===== config.mk =====
export PLATFORM = sky130hd
export DESIGN_NAME = pwm_ramp_ctrl
export DESIGN_NICKNAME = d
export VERILOG_FILES = /design/src/rtl/pwm_ctrl_pkg.sv /design/src/rtl/pwm_step_timer.sv /design/src/rtl/pwm_ramp_ctrl.sv
export SDC_FILE = /design/constraint.sdc
export NUM_CORES = 1
export LEC_CHECK = 0
export ABC_AREA = 1
export CAP_MARGIN = 20
export CORE_MARGIN = 4
export CORE_UTILIZATION = 45
export CTS_CLUSTER_SIZE = 20
export DETAILED_ROUTE_END_ITERATION = 7
export MAX_ROUTING_LAYER = met4
export PLACE_DENSITY = 0.66
export SLEW_MARGIN = 15
export SYNTH_ARGS = -nofsm -noshare
export SYNTH_HDL_FRONTEND = slang
export SYNTH_SLANG_ARGS = --single-unit

===== constraint.sdc =====
create_clock -name clk -period 6.6 [get_ports clk]
set_input_delay 1.32 -clock clk [delete_from_list [all_inputs] [get_ports clk]]
set_output_delay 1.32 -clock clk [all_outputs]
set_load 0.02 [all_outputs]

===== src/rtl/pwm_ctrl_pkg.sv =====
// Shared definitions for the PWM ramp controller slice.
//   DEF_DUTY_W   : default width of the PWM compare (duty) value
//   DEF_RATE_W   : default width of the step-rate field, in PWM periods
//   ramp_state_t : controller state encoding (IDLE, RAMP, FINISH)
package pwm_ctrl_pkg;

  localparam int DEF_DUTY_W = 8;
  localparam int DEF_RATE_W = 8;

  typedef enum logic [1:0] {
    IDLE   = 2'd0,
    RAMP   = 2'd1,
    FINISH = 2'd2
  } ramp_state_t;

endpackage : pwm_ctrl_pkg


===== src/rtl/pwm_step_timer.sv =====
// Counts PWM period ticks and flags when a duty step is due.
//   clk   : clock, rising edge
//   rst_n : asynchronous active-low reset
//   tick  : one-cycle period-boundary pulse from the PWM counter
//   clear : holds the counter at zero (used whenever no ramp is running)
//   rate  : periods per step; 0 means step on the very first tick
//   step  : high in the cycle of the tick on which a step is due
module pwm_step_timer
  import pwm_ctrl_pkg::*;
#(
  parameter int RATE_W = DEF_RATE_W
) (
  input  logic              clk,
  input  logic              rst_n,
  input  logic              tick,
  input  logic              clear,
  input  logic [RATE_W-1:0] rate,
  output logic              step
);

  logic [RATE_W-1:0] r_count;
  logic [RATE_W:0]   w_countNext;

  // One extra bit so rate = all-ones still compares correctly.
  assign w_countNext = {1'b0, r_count} + (RATE_W+1)'(1);

  assign step = tick & ~clear & ((rate == '0) | (w_countNext == {1'b0, rate}));

  // Counter advances per tick and restarts each time a step fires.
  always_ff @(posedge clk or negedge rst_n) begin
    if (!rst_n) begin
      r_count <= '0;
    end else if (clear) begin
      r_count <= '0;
    end else if (tick) begin
      if (step) begin
        r_count <= '0;
      end else begin
        r_count <= w_countNext[RATE_W-1:0];
      end
    end
  end

endmodule : pwm_step_timer


===== src/rtl/pwm_ramp_ctrl.sv =====
// Ramps a PWM duty value toward a commanded target, one LSB per
// configurable number of PWM periods, updating only at period boundaries.
//   clk         : clock, rising edge
//   rst_n       : asynchronous active-low reset
//   period_tick : one-cycle pulse at PWM counter wrap
//   cmd_valid   : ramp command offered
//   cmd_ready   : command can be accepted (IDLE only)
//   cmd_target  : final duty value
//   cmd_rate    : PWM periods per 1-LSB step; 0 = jump on first tick
//   abort       : cancel the ramp in progress, keeping current duty
//   duty        : registered compare value for the PWM
//   busy        : ramp in progress (RAMP or FINISH)
//   done        : one-cycle pulse when a ramp completes or is aborted
module pwm_ramp_ctrl
  import pwm_ctrl_pkg::*;
#(
  parameter int DUTY_W = DEF_DUTY_W,
  parameter int RATE_W = DEF_RATE_W
) (
  input  logic              clk,
  input  logic              rst_n,
  input  logic              period_tick,
  input  logic              cmd_valid,
  output logic              cmd_ready,
  input  logic [DUTY_W-1:0] cmd_target,
  input  logic [RATE_W-1:0] cmd_rate,
  input  logic              abort,
  output logic [DUTY_W-1:0] duty,
  output logic              busy,
  output logic              done
);

  ramp_state_t       r_state;
  logic [DUTY_W-1:0] r_duty;
  logic [DUTY_W-1:0] r_target;
  logic [RATE_W-1:0] r_rate;
  logic              r_busy;
  logic              r_done;
  logic              r_ready;

  logic              w_clear;
  logic              w_step;
  logic [DUTY_W-1:0] w_dutyNext;

  // Counter only runs in RAMP, so a tick in the acceptance cycle is not counted.
  assign w_clear = (r_state != RAMP);

  pwm_step_timer #(
    .RATE_W (RATE_W)
  ) u_step_timer (
    .clk   (clk),
    .rst_n (rst_n),
    .tick  (period_tick),
    .clear (w_clear),
    .rate  (r_rate),
    .step  (w_step)
  );

  // Next duty moves one LSB toward the target, so it can never overshoot
  // the target nor wrap past either end of the range.
  always_comb begin
    w_dutyNext = r_duty;
    if (r_rate == '0) begin
      w_dutyNext = r_target;
    end else if (r_target > r_duty) begin
      w_dutyNext = r_duty + DUTY_W'(1);
    end else if (r_target < r_duty) begin
      w_dutyNext = r_duty - DUTY_W'(1);
    end
  end

  // Controller FSM with registered outputs; done is high exactly while in FINISH.
  always_ff @(posedge clk or negedge rst_n) begin
    if (!rst_n) begin
      r_state  <= IDLE;
      r_duty   <= '0;
      r_target <= '0;
      r_rate   <= '0;
      r_busy   <= 1'b0;
      r_done   <= 1'b0;
      r_ready  <= 1'b1;
    end else begin
      case (r_state)
        IDLE: begin
          r_done <= 1'b0;
          if (cmd_valid) begin
            r_target <= cmd_target;
            r_rate   <= cmd_rate;
            r_ready  <= 1'b0;
            r_busy   <= 1'b1;
            if (cmd_target == r_duty) begin
              r_state <= FINISH;
              r_done  <= 1'b1;
            end else begin
              r_state <= RAMP;
            end
          end
        end
        RAMP: begin
          // Abort wins over a coincident step.
          if (abort) begin
            r_state <= FINISH;
            r_done  <= 1'b1;
          end else if (w_step) begin
            r_duty <= w_dutyNext;
            if (w_dutyNext == r_target) begin
              r_state <= FINISH;
              r_done  <= 1'b1;
            end
          end
        end
        FINISH: begin
          r_state <= IDLE;
          r_done  <= 1'b0;
          r_busy  <= 1'b0;
          r_ready <= 1'b1;
        end
        default: begin
          r_state <= IDLE;
          r_done  <= 1'b0;
          r_busy  <= 1'b0;
          r_ready <= 1'b1;
        end
      endcase
    end
  end

  assign duty      = r_duty;
  assign busy      = r_busy;
  assign done      = r_done;
  assign cmd_ready = r_ready;

endmodule : pwm_ramp_ctrl

# == Word level (Yosys, flattened, before mapping) ==
# Index checks and enable logic that the tools add are counted.
# op_classes
n_eq_ne,8
magnitude_cmp,2
addsub,3
reduce_logical,8
bitwise_logic,6
n_mux,22
# op_table
operator,count
2-to-1 mux 8 bit,6
equality test 8 bit,2
2-to-1 mux 2 bit,5
"adder 8 x 1 -> 9 bit, second input constant",1
equality test 9 x 8 -> 1 bit,1
"adder 8 x 1 -> 8 bit, second input constant",1
> comparator 8 bit,1
logical NOT 8 bit,1
less-than comparator 8 bit,1
"subtractor 8 x 1 -> 8 bit, second input constant",1
2-to-1 mux 1 bit,7
case mux 1 bit (2 select lines),3
AND reduction 2 bit,3
AND reduction 3 bit,2
case mux 2 bit (2 select lines),1
"inequality test 3 x 2 -> 1 bit, second input constant",1
"inequality test 3 bit, second input constant",1
NOT 1 bit,3
AND 1 bit,2
"equality test 2 x 1 -> 1 bit, second input constant",1
logical NOT 2 bit,1
"inequality test 2 x 1 -> 1 bit, second input constant",1
"inequality test 2 bit, second input constant",1
nonzero test 2 bit,1
OR 1 bit,1
# word_totals
register_bits,37

# == Logic depth before layout (Yosys ltp) ==
# Gate-level depths: netlist of run 1.
# depth
ltp_word,9
mapped_depth,22
ltp_nobuf,21

# == By module ==
# Synthesis of run 1 repeated with hierarchy kept, for this count alone.
# unflattened
hier_cells,439
hier_area_um2,2974.1
# modules_own_cells
module,area_each_um2,seq_area_each_um2,n_inst,cells_each
pwm_ramp_ctrl,2210.9,726.9,1,320
pwm_step_timer,763.2,200.2,1,119

# == Worst setup path after synthesis of run 1 ==
# No wires, ideal clock.
# synth_path
path_kind,register -> register
from,"register r_duty[3], in the netlist duty[3]"
to,register r_state[0]
path_buffers,2
t_arrival_ns,2.353
path_stages_with_launch,21
synth_period_minus_slack_ns,2.474
slack_ns,4.126
path_cell_list,dfrtp_1 > buf_2 > inv_1 > ha_1 > nand2_1 > inv_1 > nand2_1 > nand2_1 > nand2_1 > nand2_1 > buf_4 > o21ai_0 > nand2_1 > nand2_1 > nand2_1 > nand3b_1 > nand2_1 > nor2_1 > nand3_1 > nand2_1 > a21oi_1
# synth_via
elab_chain_cells,7
word_cells_on_any_way,14
classes_between,2 x add/sub; 2 x order compare; 3 x eq/ne; 6 x mux; 1 x reduce/logical
# synth_rtl
item,line,rtl
from (decl),pwm_ramp_ctrl.sv:34,logic [DUTY_W-1:0] r_duty;
from (signal assigned),pwm_ramp_ctrl.sv:105,r_duty <= w_dutyNext;
subtractor 8 x 1 -> 8 bit / less-than comparator 8 bit (equally long branches),"pwm_ramp_ctrl.sv:68, pwm_ramp_ctrl.sv:67",
2-to-1 mux 8 bit,pwm_ramp_ctrl.sv:67,end else if (r_target < r_duty) begin
2-to-1 mux 8 bit,pwm_ramp_ctrl.sv:65,end else if (r_target > r_duty) begin
2-to-1 mux 8 bit,pwm_ramp_ctrl.sv:63,if (r_rate == '0) begin
equality test 8 bit,pwm_ramp_ctrl.sv:106,if (w_dutyNext == r_target) begin
inequality test 3 bit (no line),-,
AND reduction 3 bit (no line),-,
to (signal assigned),pwm_ramp_ctrl.sv:75,r_state <= IDLE;
to (signal assigned),pwm_ramp_ctrl.sv:107,r_state <= FINISH;
to (signal assigned),pwm_ramp_ctrl.sv:113,r_state <= IDLE;
to (decl),pwm_ramp_ctrl.sv:33,ramp_state_t r_state;
# Several ways; a longest one is shown, not always the timed one. The select of a mux whose other input is x is not followed.
# A chain may end at the register's enable or synchronous reset.

# == Final worst setup path of run 1 ==
# Same ends and word-level chain as after synthesis.

==> results of run 1 <==
## stage by stage
step / setup slack (ns) / cell area [um^2] / power (mW)
6_report: 3.53 / 3200 / 1.61
5_1_grt: 3.20 / 3200 / 1.79
4_1_cts: 3.58 / 3200 / 1.61
3_5_place_dp: 3.47 / 3120 / 1.44
3_3_place_gp: 3.45 / 3120 / 1.44
2_1_floorplan: 4.13 / 2790 / 1.18
## state kept, by name, summed over array words and instances, names as in the netlist
name	count
r_rate	8
busy	1
cmd_ready	1
duty	8
r_state	2
done	1
r_target	8
u_step_timer.r_count	8
## power groups by stage
| stage | clock (mW) | sequential (mW) | combinational, mW |
|---|---|---|---|
| floorplan | 0 | 0.422 | 0.760 |
| global route | 0.175 | 0.458 | 1.16 |
| finish | 0.159 | 0.442 | 1.01 |
| CTS | 0.165 | 0.442 | 1.00 |
| detailed placement | 0 | 0.444 | 0.999 |
| global placement | 0 | 0.445 | 0.997 |
## cells in the mapped netlist (3+ instances only)
cell	number	area share, %
nor2_4	3	1.2
o32ai_1	5	1.6
dfrtp_1	36	32
o21ai_2	6	1.9
nor2_1	18	2.4
nand4_1	17	3.8
or2_2	3	0.67
nand3_1	36	6.5
xor2_1	11	3.5
nand3_2	3	1.1
nand2_1	143	19
ha_1	11	4.9
o21ai_0	26	4.7
nor2_2	3	0.67
clkbuf_1	5	0.67
inv_1	53	7.1
buf_2	4	0.72
nand2_2	5	1.1
a21oi_1	3	0.54
## final cells by class
cell class	count	area share (%)
Sequential cell	37	28.9
Clock buffer	5	2.15
Inverter	55	6.45
Tap cell	75	2.93
Timing Repair Buffer	31	9.53
Multi-Input combinational cell	305	49.5
Clock inverter	3	0.547
## worst max-delay path by stage
stage / end / depth (start not counted)
after floorplan: r_state[0]$_DFFE_PN0P_ / 20
after global placement: duty[2]$_DFFE_PN0P_ / 10
after detailed placement: duty[2]$_DFFE_PN0P_ / 10
after CTS: done$_DFFE_PN0P_ / 20
after global routing: done$_DFFE_PN0P_ / 19
final: r_state[0]$_DFFE_PN0P_ / 19
## cells by family after synthesis
kind of cell,Yosys count
and+or+nand+nor,236
buffers and inverters,67
AOI/OAI and AO/OA,45
DFF,37
xor gates and xnor gates,13
adders and majority gates,11
## tightest hold or removal path, delay by kind of cell, from the launching register on
| family | cells | cell delay (ns) |
|---|---|---|
| flip-flops | 1 | 0.35 |
| AND/OR/NAND/NOR | 2 | 0.11 |
## per-layer routing
layer	vias up	part of all wire, %	track usage [%]
met2	88	46	32.2
met5	-	0	-
met4	0	1.4	6.09
met3	10	5.1	2.95
li1	1365	-	-
met1	1246	47	28.4
==> qor.yml, run 1 <==
status: "completed"
multi_input_area_mm2: 0.00158
grt_pass1_vias: 2580
period_share_pct: 46.5
worst_slew_pin_slew_ns: 0.847
drt_pass1_iterations: 5
final-setup-viol-count: 0
pwr-share-comb_pct: 62.7
fp-row-count: 28
ff_latch_area_um2: 927
setup.worst_path.start: "duty[3]$_DFFE_PN0P_"
hold_depth: 2
cts_tree: "done"
worstSetupPathType: "reg2reg"
rsz0062_at_grt: "no"
drt_iter0_drc: 137
period_needed_ns: 3.07
die-area_mm2: 0.00752
synth_simple_gate_area_share_pct: 37.9
ys_ff_latch: 37
clk_latency_ns: 0.29
finalSetupTns_ns: 0
instances_no_fill: 511
critPathBufInv: 3
hold_end: "busy$_DFFE_PN0P_"
synth_cell_types: 31
ys_seq_area_share_pct: 33.3
num_vias: 2709
p_seq_share_pct: 27.4
r2r_cells: 19
dpl.cell_count: 503
hp-start: "busy$_DFFE_PN0P_"
max-cap-violations: 0
portBuffers: 31
hold_viol_final: 0
die_w_um: 86.7
coreArea_mm2: 0.00596
rrSetupSlack_ns: 3.53
grt_pass1_wl_mm: 12.0
syn_inst: 409
layout.cells.most_common_list: "nand2_1, inv_1, nand3_1, dfrtp_1, clkdlybuf4s50_1"
power_frac_clock_pct: 9.9
muxShareOfSynthArea_pct: 0
drive_gt1_share_pct: 8.26
hold_buffers: 0
finClkSkew_ns: 0.00674
drtAntennaViolNets: 0
final_max_slew_viol_count: 0
fin_hold_ws_ns: 0.491
clock_sinks: 37
worstSetupEndpointType: "register"
timing.rr.start: "duty[3]$_DFFE_PN0P_"
postSynth.asyncResetShare_pct: 100
power_density_mw_per_mm2: 504
max-vdd-ir-drop_mv: 0.281
start_util_pct: 46.8
synth_edf_count: 0
swShare_pct: 52.8
path_cells: "inv_1 -> ha_1 -> nand2_1 -> inv_1 -> nand2_1 -> nand2_1 -> nand2_1 -> nand2_1 -> nand2_1 -> inv_1 -> nand2_1 -> nand2_1 -> nand2_1 -> nand3b_1 -> nand2_1 -> nor2_1 -> nand3_1 -> nand2_1 -> a21oi_1"
area_growth_pct: 15.0
cts_resized: 0
cts-root-buf: "clkbuf_8"
drc: 0
nFillCells: 616
cpMaxStageDelayCell: "dfrtp_1"
critical_path_arrival_ns: 3.25
grt_antenna_before_repair: 0
required_ns: 6.78
overflow: 0
fmax_mhz: 326
cts_inserted_buffers: 5
synthAdderAreaFrac_pct: 4.94
synth_xor_area_share_pct: 4.09
path_max_fanout: 13
ctsLongestPathBuffers: 2
netlist_area_mm2: 0.00279
grt_start_max_net_pins: 38
p_sw_mw: 0.852
hpwl_mm: 5.46
path_clk_slew_ns: 0.08
grt_usage_pct: 20.8
ys.flop_type: "dfrtp_1"
num_io_pins: 32
syn-num-nets: 441
yosys_warnings: 0
cp_top_family: "simple AND/OR/NAND/NOR gates"
power.leakage_nw: 1.60
p_int_mw: 0.762
nets: 467
die_h_um: 86.7
wire_per_inst_um: 14.0
critPathMostFrequentCell: "nand2_1"
synth_top_family_by_area: "simple AND/OR/NAND/NOR gates"
n_antenna_cell: 0
hold_path_class: "reg2reg"
slew_headroom_pct: 43.6
post-route-util_pct: 53.8
avgSynthCellArea_um2: 6.81
cts_setup_buffers: 0
routed_wl_mm: 7.18
max_stage_delay_ns: 0.58
r2r-end: "r_state[0]$_DFFE_PN0P_"
synth_compound_gate_area_share_pct: 9.97
gp_congestion: 0.912
via_per_inst: 5.30
layout_commonest_cell: "nand2_1"
h-tree-depth: 2
startpoint_type: "register"
(Power assumes the default switching activity.)
==> inputs of run 2 (changes only) <==
- PLACE_DENSITY: 0.66 -> 0.69
- clock period: 6.6 -> 2.5 ns (I/O delays scaled with it)
==> qor.yml, run 2 (synthesis gave the netlist of run 1 again) <==
status: "completed"
nets: 497
via_per_inst: 5.27
drc: 0
slew_headroom_pct: 44.2
power.leakage_nw: 1.74
drtAntennaViolNets: 0
start_util_pct: 46.8
nFillCells: 591
overflow: 0
required_ns: 2.68
critPathMostFrequentCell: "nand2_1"
rrSetupSlack_ns: 0.20
hold_buffers: 0
hold_path_class: "in2async"
num_vias: 2853
critPathBufInv: 1
gp_congestion: 0.921
worstSetupEndpointType: "register"
layout.cells.most_common_list: "nand2_1, inv_1, nand3_1"
die_w_um: 86.7
drt_iter0_drc: 238
grt_usage_pct: 21.0
critical_path_arrival_ns: 2.48
power_density_mw_per_mm2: 1400
clock_sinks: 37
wire_per_inst_um: 13.8
fmax_mhz: 435
timing.rr.start: "r_target[5]$_DFFE_PN0P_"
cts_inserted_buffers: 5
layout_commonest_cell: "nand2_1"
path_max_fanout: 5
cts-root-buf: "clkbuf_8"
final_max_slew_viol_count: 0
cpMaxStageDelayCell: "dfrtp_2"
ctsLongestPathBuffers: 2
routed_wl_mm: 7.47
r2r-end: "r_state[0]$_DFFE_PN0P_"
portBuffers: 31
hpwl_mm: 5.65
cts_tree: "done"
period_share_pct: 92.0
grt_antenna_before_repair: 0
path_clk_slew_ns: 0.09
grt_pass1_vias: 2600
fp-row-count: 28
power.total_mw: 4.89
drt_pass1_iterations: 5
max_stage_delay_ns: 0.45
worstSetupPathType: "reg2reg"
path_cells: "ha_4 -> nand2_2 -> nor2_4 -> nand4_1 -> inv_2 -> nand2_1 -> nand2_1 -> nand3_2 -> nand2_2 -> nand2_1 -> nand2_1 -> nand3_1 -> nor2_2 -> nand3_2 -> nand2_2 -> a21oi_1"
grt_start_max_net_pins: 38
hold_viol_final: 0
die_h_um: 86.7
final-setup-viol-count: 0
drive_gt1_share_pct: 19.1
clk_latency_ns: 0.29
max-vdd-ir-drop_mv: 0.664
fin_hold_ws_ns: 0.305
die-area_mm2: 0.00752
r2r_cells: 16
area_growth_pct: 25.7
startpoint_type: "register"
grt_pass1_wl_mm: 12.2
h-tree-depth: 2
period_needed_ns: 2.30
worst_slew_pin_slew_ns: 0.837
max-cap-violations: 0
coreArea_mm2: 0.00596
cp_top_family: "simple AND/OR/NAND/NOR gates"
finClkSkew_ns: 0.0109
n_antenna_cell: 0
num_io_pins: 32
[run 2: changes by cell type in the layout (fill, tap and decap cells not counted), sizes merged]
cell,previous run,this run
buf,1,31
clkinvlp,1,0
clkbuf,5,6
[run 2: where the power goes]
group / switching [mW] / total (mW) / internal [mW]
clock: 0.229 / 0.422 / 0.194
combinational: 2.06 / 3.46 / 1.40
sequential: 0.173 / 1.01 / 0.838
total: 2.46 / 4.89 / 2.43
[run 2: worst max-delay path by stage]
stage	slack, ns	depth (start not counted)	to	from
floorplan	0.03	20	r_state[0]$_DFFE_PN0P_	duty[3]$_DFFE_PN0P_
global route	-0.02	15	done$_DFFE_PN0P_	r_target[5]$_DFFE_PN0P_
global placement	-0.04	14	r_state[0]$_DFFE_PN0P_	r_target[7]$_DFFE_PN0P_
finish	0.20	16	r_state[0]$_DFFE_PN0P_	r_target[5]$_DFFE_PN0P_
detailed placement	-0.003	15	done$_DFFE_PN0P_	r_target[7]$_DFFE_PN0P_
CTS	0.02	18	done$_DFFE_PN0P_	duty[5]$_DFFE_PN0P_
[run 2: cell type report]
class                      count  area, um^2  area share (%)
timing repair buffer          61         531            15.1
clock inverter                 2        10.0           0.286
tap                           75        93.8            2.68
sequential                    37         931            26.6
clock buffer                   6        72.6            2.07
inverter                      55         206            5.89
multi-input combinational    305        1660            47.3
[run 2: layer usage]
metal | wire, um | GRT usage, % | part of all wire, %
met1 | 3500 | 26.6 | 47
met2 | 3450 | 34.7 | 46
met3 | 363 | 3.42 | 4.9
met4 | 163 | 6.09 | 2.2
met5 | 0 | - | 0
[run 2: through the flow]
stage                     util, %  setup slack, ns   TNS, ns  instances  cell area (um^2)
after floorplan                 -           0.0256         0        409              2790
after global placement       55.0          -0.0432    -0.112        524              3270
after detailed placement     55.0         -0.00259  -0.00412        524              3270
after CTS                    56.4           0.0222         0        532              3360
after global routing         58.8          -0.0183   -0.0353        541              3500
final                        58.8            0.199         0        541              3500
[run 2: what timing repair did]
action,in CTS,in global routing
resized for setup,1,25
gates cloned,0,0
setup buffers,0,9
pin swaps,0,9
setup endpoints to repair,3,3
